**src/rtl/regfile_wb_scheduler.sv**
```systemverilog
// Register file write-port owner: zero-fills all registers after reset, then
// arbitrates ALU writeback and LSU load-return with an LSU starvation guard.
module regfile_wb_scheduler #(
    parameter int NUM_REGS     = 32,
    parameter int XLEN         = 32,
    parameter int STARVE_LIMIT = 4
) (
    input  logic                        clk,
    input  logic                        rst_n,
    input  logic                        alu_valid,
    input  logic [$clog2(NUM_REGS)-1:0] alu_rd,
    input  logic [XLEN-1:0]             alu_data,
    output logic                        alu_ready,
    input  logic                        lsu_valid,
    input  logic [$clog2(NUM_REGS)-1:0] lsu_rd,
    input  logic [XLEN-1:0]             lsu_data,
    output logic                        lsu_ready,
    output logic                        reg_write,
    output logic [$clog2(NUM_REGS)-1:0] write_reg,
    output logic [XLEN-1:0]             write_data,
    output logic                        init_busy
);

    localparam int IDX_W    = $clog2(NUM_REGS);
    localparam int STARVE_W = $clog2(STARVE_LIMIT + 1);

    localparam logic [IDX_W-1:0]    LAST_IDX  = IDX_W'(NUM_REGS - 1);
    localparam logic [STARVE_W-1:0] STARVE_MX = STARVE_W'(STARVE_LIMIT);

    typedef enum logic [1:0] {
        CLEAR = 2'b00,
        RUN   = 2'b01
    } state_t;

    state_t              state;
    logic [IDX_W-1:0]    clr_cnt;
    logic [STARVE_W-1:0] starve_cnt;

    logic run;
    logic lsu_pri;
    logic alu_xfer;
    logic lsu_xfer;

    // Anything other than RUN (including unencoded values) behaves as CLEAR.
    assign run       = (state == RUN);
    assign init_busy = !run;

    always_comb begin
        lsu_pri   = lsu_valid && (starve_cnt == STARVE_MX);
        alu_ready = run && alu_valid && !lsu_pri;
        lsu_ready = run && lsu_valid && (lsu_pri || !alu_valid);
        alu_xfer  = alu_valid && alu_ready;
        lsu_xfer  = lsu_valid && lsu_ready;
    end

    always_ff @(posedge clk) begin
        if (!rst_n) begin
            state      <= CLEAR;
            clr_cnt    <= '0;
            starve_cnt <= '0;
            reg_write  <= 1'b0;
            write_reg  <= '0;
            write_data <= '0;
        end else begin
            case (state)
                RUN: begin
                    if (alu_xfer) begin
                        reg_write  <= (alu_rd != '0);
                        write_reg  <= alu_rd;
                        write_data <= alu_data;
                    end else if (lsu_xfer) begin
                        reg_write  <= (lsu_rd != '0);
                        write_reg  <= lsu_rd;
                        write_data <= lsu_data;
                    end else begin
                        reg_write  <= 1'b0;
                    end

                    // Counts cycles the LSU waits behind the ALU; saturates.
                    if (lsu_xfer || !lsu_valid)
                        starve_cnt <= '0;
                    else if (alu_xfer && starve_cnt != STARVE_MX)
                        starve_cnt <= starve_cnt + 1'b1;
                end
                default: begin
                    reg_write  <= 1'b1;
                    write_reg  <= clr_cnt;
                    write_data <= '0;
                    starve_cnt <= '0;
                    if (clr_cnt == LAST_IDX) begin
                        state <= RUN;
                    end else begin
                        clr_cnt <= clr_cnt + 1'b1;
                        state   <= CLEAR;
                    end
                end
            endcase
        end
    end

endmodule

```
**config.mk**
```make
export PLATFORM = sky130hd
export DESIGN_NAME = regfile_wb_scheduler
export DESIGN_NICKNAME = d
export VERILOG_FILES = /design/src/rtl/regfile_wb_scheduler.sv
export SDC_FILE = /design/constraint.sdc
export NUM_CORES = 1
export LEC_CHECK = 0
export CAP_MARGIN = 25
export CORE_ASPECT_RATIO = 0.9
export CORE_MARGIN = 5
export CORE_UTILIZATION = 39
export DETAILED_ROUTE_END_ITERATION = 16
export PLACE_DENSITY = 0.79
export SYNTH_ARGS = -nofsm -noshare
export SYNTH_HDL_FRONTEND = slang
export SYNTH_SLANG_ARGS = --single-unit
```
**constraint.sdc**
```tcl
create_clock -name clk -period 1.9 [get_ports clk]
set_input_delay 0.285 -clock clk [delete_from_list [all_inputs] [get_ports clk]]
set_output_delay 0.285 -clock clk [all_outputs]
set_load 0.01 [all_outputs]
```
==> results of run 1 <==
kinds of logic (layout without fill, tap and decap cells):
kind of cell | count (synthesis) | after routing | synth area share
buffers and inverters | 33 | 147 | 0.0954
flip-flops | 47 | 47 | 0.415
multiplexers | 1 | 1 | 0.00441
AND/OR/NAND/NOR | 63 | 63 | 0.145
adder cells (fa/ha/maj) | 4 | 4 | 0.0221
AO/OA/AOI/OAI | 125 | 125 | 0.311
XOR/XNOR | 2 | 2 | 0.00772
power by group:
part | switching (mW) | internal (mW)
clock network | 0.337 | 0.333
registers | 0.00835 | 0.994
logic | 0.100 | 0.189
total | 0.445 | 1.52
cells in the final DEF, fill, tap and decap left out, drive strengths merged:
master | Yosys | final
buf | 24 | 17
a31oi | 38 | 38
clkbuf | 4 | 8
nor3b | 1 | 1
o2bb2ai | 1 | 1
inv | 5 | 5
mux2i | 1 | 1
o211ai | 2 | 2
clkdlybuf4s50 | 0 | 116
a21bo | 1 | 1
dfxtp | 47 | 47
a21oi | 8 | 8
nand2 | 2 | 2
or4 | 3 | 3
xnor2 | 2 | 2
nand3 | 42 | 42
nor2 | 7 | 7
clkdlybuf4s15 | 0 | 1
ha | 4 | 4
o41ai | 1 | 1
and2 | 3 | 3
nand4 | 1 | 1
o21a | 2 | 2
nor3 | 1 | 1
o31ai | 1 | 1
o21ai | 71 | 71
and3 | 3 | 3
cell type report:
class / count / area, µm²
Tap cell: 70 / 87.6
Inverter: 5 / 18.8
Timing Repair Buffer: 134 / 1320
Fill cell: 499 / 2070
Multi-Input combinational cell: 195 / 1120
Sequential cell: 47 / 943
Clock buffer: 8 / 100
worst paths after layout:
| check | slack [ps] | depth (start not counted) | from | to |
|---|---|---|---|---|
| worst max register to register | 170 | 5 | clr_cnt[0] | clr_cnt[3] |
| worst min-delay path | 510 | 2 | clr_cnt[4] | clr_cnt[4] |
| worst min register to register | 510 | 2 | clr_cnt[4] | clr_cnt[4] |
| worst max-delay path | 100 | 6 | starve_cnt[0] | lsu_ready |
what timing repair did:
item	in CTS	in global routing
setup endpoints to repair	2	2
resized for setup	8	2
pin swaps	0	0
critical path: cells and delay by family (launching register included):
kind,cells,cell delay [ps]
AOI/OAI and AO/OA,1,220
adders and majority gates,1,180
buffers and inverters,3,320
DFF,1,330
and+or+nand+nor,1,170
stage by stage:
stage          utilization  worst slack (ps)
2_1_floorplan            -               305
3_3_place_gp         0.616              -191
3_5_place_dp         0.616              -203
4_1_cts              0.634              38.2
5_1_grt              0.634              28.8
6_report             0.634              97.6
synth_stat cells (all sizes together):
cell type,count,share of area
a21bo,1,0.0044
a21oi,8,0.018
a31oi,38,0.10
and2,3,0.0083
and3,3,0.0083
buf,24,0.079
clkbuf,4,0.0077
dfxtp,47,0.41
ha,4,0.022
inv,5,0.0083
mux2i,1,0.0044
nand2,2,0.0033
nand3,42,0.095
nand4,1,0.0028
nor2,7,0.012
nor3,1,0.0022
nor3b,1,0.0033
o211ai,2,0.0066
o21a,2,0.0066
o21ai,71,0.16
o2bb2ai,1,0.0039
o31ai,1,0.0033
o41ai,1,0.0039
or4,3,0.0099
xnor2,2,0.0077
per-layer routing:
| layer | vias to the layer above | GRT usage | wire length, µm |
|---|---|---|---|
| li1 | 1257 | - | - |
| met1 | 1200 | 0.263 | 3370 |
| met2 | 113 | 0.327 | 3580 |
| met3 | 4 | 0.0516 | 613 |
| met4 | 0 | 0.0536 | 52 |
| met5 | - | 0 | 0 |
==> impl_metrics.csv, run 1 <==
group,metric,value,unit
clocking,cts_sinks,47,
routing,drt_iter0_drc,143,
die,die_y,82.4,µm
timing,tightest_slew,394,ps
timing,setup_tns,0,ps
synthesis,synth_warnings,0,
clocking,cts_tree,"done",
setup_path,critical-path-slowest-cell,"dfxtp_2",
die,die_w,90.4,µm
timing,finClkSkew,5.35,ps
timing,drv_slew,0,
min_path,hold_path_class,"reg -> reg",
clocking,clockBufferDepth,2,
synthesis,syn-instance-count,275,
setup_path,worstPathRequired,1620,ps
run,drv_cap,0,
routing,via_count,2574,
finish,syn_to_final_growth,58.3,%
clocking,ctsHoldBuffers,0,
global_route,overflow,0,
clocking,clkLatencyLatePin,290,ps
power_and_ir_drop,leakage,1.30,nW
finish,fin_cells,459,
routing,detail_route.first_pass.iterations,5,
global_route,grt_usage,0.200,
timing,holdWs,508,ps
setup_path,critPathCaptureType,"output pin",
setup_path,start_kind,"flip-flop",
clocking,htree_num_levels,2,
die,rows,26,
outcome,outcome,"finished clean",
place,dpl-instance-area,3490,µm²
timing,rsz0062_at_grt,"no",
finish,nNetsFinal,470,
global_route,grt_max_degree,37,
timing,period_share,0.949,
timing,slew_headroom,0.737,
synthesis,synth_seq_area_share,0.415,
setup_path,cp_max_fo,4,
timing,hold_viol,0,
finish,antenna_cells,0,
clocking,cts-root-buf,"clkbuf_8",
synthesis,syn_area,2270,µm²
synthesis,ys_types,33,
finish,drive_gt1_frac,0.0874,
power_and_ir_drop,irDropWorstVdd,412,µV
die,die_area,7440,µm²
power_and_ir_drop,p_total,1.96,mW
clocking,numCtsBuffers,5,
global_route,antenna_found_initial,0,
routing,drcViolationCount,0,
finish,final_area,3590,µm²
clocking,post_cts_buffers,0,
global_route,grt_pass1_wl,12.1,mm
place,io_buffers,118,
synthesis,avgSynthCellArea,8.25,µm²
timing,fmax,555,MHz
synthesis,syn_nets,357,
die,io_pins,119,
routing,wl,7.61,mm
setup_path,arrival,1520,ps
setup_path,slowest_delay,330,ps
routing,avgRoutedWirePerCell,16.6,µm
routing,vias_per_cell,5.61,
routing,antenna_left,0,
place,gpl.final_weighted_congestion,0.826,
finish,largest_reg_flops,32,
timing,period_needed,1800,ps
die,coreArea,5660,µm²
die,floorplan.initialDensity,0.401,
synthesis,ys_ff_latch,47,
place,hpwl,5.44,mm
power_and_ir_drop,p_per_area,546,nW/µm²
global_route,grt_pass1_vias,2440,
setup_path,worstSetupPathType,"reg -> out",
clocking,clkSlewWorstSetupHoldPaths,90,ps
place,placed_cells,451,
setup_path,crit_chain,"inv_1 -> ha_2 -> buf_4 -> a21bo_2 -> and3_1 -> buf_2",
timing,finalSetupViolations,0,
No activity file was read; power rests on OpenSTA's default activity.
==> run 2: changes to the inputs <==
--- a/config.mk
+++ b/config.mk
@@ -8,9 +8,11 @@
 export CAP_MARGIN = 25
 export CORE_ASPECT_RATIO = 0.9
 export CORE_MARGIN = 5
-export CORE_UTILIZATION = 39
+export CORE_UTILIZATION = 41
+export CTS_BUF_LIST = sky130_fd_sc_hd__clkbuf_8
 export DETAILED_ROUTE_END_ITERATION = 16
-export PLACE_DENSITY = 0.79
+export PLACE_DENSITY = 0.83
+export SKIP_CTS_REPAIR_TIMING = 1
 export SYNTH_ARGS = -nofsm -noshare
 export SYNTH_HDL_FRONTEND = slang
 export SYNTH_SLANG_ARGS = --single-unit
==> run 2 against run 1 <==
Compared with the run above:
- die area down 4.3%
- clock power down 16%
- first-iteration DRC count down 16%
- sequential share of layout area up 0.23 points
- fmax up 0.67%
- worst hold slack worse by 12 ps
- global-route usage down 0.059 points
- worst setup slack better by 12 ps
- sequential cell count unchanged
- combinational power down 2%
- critical endpoint unchanged
==> impl_metrics.csv, run 2 (synthesis results as in run 1) <==
group,metric,value,unit
routing,via_count,2553,
die,rows,25,
setup_path,critPathCaptureType,"output pin",
global_route,antenna_found_initial,0,
clocking,htree_num_levels,2,
finish,nFillCells,478,
timing,finalSetupViolations,0,
timing,rsz0062_at_grt,"no",
routing,antenna_left,0,
finish,largest_reg_flops,32,
timing,period_needed,1790,ps
min_path,hold_depth,2,
finish,regArea,942,µm²
clocking,clockBufferDepth,2,
power_and_ir_drop,p_switching,0.417,mW
finish,layout_commonest_cell,"clkdlybuf4s50_1",
die,die_y,80.6,µm
place,post-place-ws,-140,ps
routing,drcViolationCount,0,
clocking,numCtsBuffers,5,
timing,hold_viol,0,
timing,setup_tns,0,ps
clocking,cts_sinks,47,
min_path,hp-start,"clr_cnt[3]",
setup_path,cp_max_fo,4,
routing,detail_route.first_pass.iterations,5,
setup_path,reg2reg_slack,180,ps
place,hpwl,5.17,mm
timing,tightest_slew,429,ps
min_path,hold_end,"clr_cnt[3]",
run,drv_cap,0,
global_route,grt_pass1_vias,2471,
place,gpl.final_weighted_congestion,0.818,
setup_path,startpoint,"starve_cnt[0]",
timing,fmax,559,MHz
routing,drt_iter0_drc,120,
routing,wl,7.16,mm
die,coreArea,5320,µm²
global_route,grt_max_degree,42,
clocking,clkSlewWorstSetupHoldPaths,80,ps
setup_path,worstPathRequired,1620,ps
power_and_ir_drop,leakage,1.31,nW
setup_path,r2r_cells,5,
die,die_area,7120,µm²
finish,nNetsFinal,468,
finish,multi_input_area,1120,µm²
place,io_buffers,118,
finish,drive_gt1_frac,0.0775,
clocking,cts_tree,"done",
setup_path,rr_endpoint,"clr_cnt[3]",
power_and_ir_drop,pwr-share-seq,0.543,
finish,syn_to_final_growth,56.7,%
power_and_ir_drop,p_int,1.43,mW
die,io_pins,119,
routing,avgRoutedWirePerCell,15.8,µm
setup_path,arrival,1510,ps
setup_path,worstSetupPathType,"reg -> out",
timing,slew_headroom,0.714,
finish,layout_common_cells,"116 x clkdlybuf4s50_1, 46 x dfxtp_1, 42 x o21ai_0, 41 x nand3_1, 38 x a31oi_1",
power_and_ir_drop,irDropWorstVdd,330,µV
finish,final_util,0.668,
clocking,clkLatencyLatePin,290,ps
die,floorplan.initialDensity,0.427,
setup_path,start_kind,"flip-flop",
power_and_ir_drop,pwr-share-clk,0.303,
timing,fin_ws,110,ps
die,die_w,88.4,µm
timing,finClkSkew,5.63,ps
timing,drv_slew,0,
routing,vias_per_cell,5.62,
setup_path,timing.rr.start,"clr_cnt[0]",
global_route,grt_usage,0.199,
min_path,hold_path_class,"reg -> reg",
finish,antenna_cells,0,
timing,period_share,0.942,
global_route,grt_pass1_wl,11.3,mm
outcome,outcome,"finished clean",
clocking,cts-root-buf,"clkbuf_8",
global_route,overflow,0,
power_and_ir_drop,p_per_area,520,nW/µm²
power_and_ir_drop,power_frac_comb,0.154,
power_and_ir_drop,sw_frac_of_total,0.226,
[run 2: layout make-up]
class / instances / area share
clock buffer: 5 / 0.0194
inverter: 5 / 0.00528
sequential: 47 / 0.265
tap: 67 / 0.0236
clock inverter: 3 / 0.00352
timing repair buffer: 132 / 0.368
multi-input combinational: 195 / 0.315
[run 2: critical path, stage by stage (launching register included)]
cell and delay [ps]:
dfxtp_2 330, inv_1 50, ha_2 180, buf_4 140, a21bo_2 210, and3_1 180, clkbuf_2 120
[run 2: worst max path at each step]
stage | to | cells after the start
after floorplan | clr_cnt[3] | 5
after global placement | alu_ready | 4
after detailed placement | alu_ready | 4
after CTS | alu_ready | 5
after global routing | lsu_ready | 6
final | lsu_ready | 6
[run 2: metal layers]
layer	global-route usage	routed length (µm)	part of all wire
met3	0.0451	694	0.097
met5	0	0	0
met4	0.0574	77	0.011
met1	0.248	2930	0.41
met2	0.341	3460	0.48
[run 2: through the flow]
stage / hold WS [ps] / instance area, µm² / total power, mW / instances
global route: 521 / 3550 / 1.93 / 454
detailed placement: 485 / 3470 / 1.31 / 446
global placement: 479 / 3470 / 1.31 / 446
CTS: 495 / 3550 / 1.87 / 454
floorplan: 423 / 2270 / 1.12 / 275
finish: 497 / 3550 / 1.85 / 454
[run 2: power groups by stage]
stage,Clock [mW],Combinational (mW),Sequential (mW)
global route,0.624,0.305,1.00
finish,0.560,0.284,1.00
floorplan,0,0.0904,1.03
CTS,0.579,0.285,1.00
detailed placement,0,0.283,1.03
global placement,0,0.280,1.03
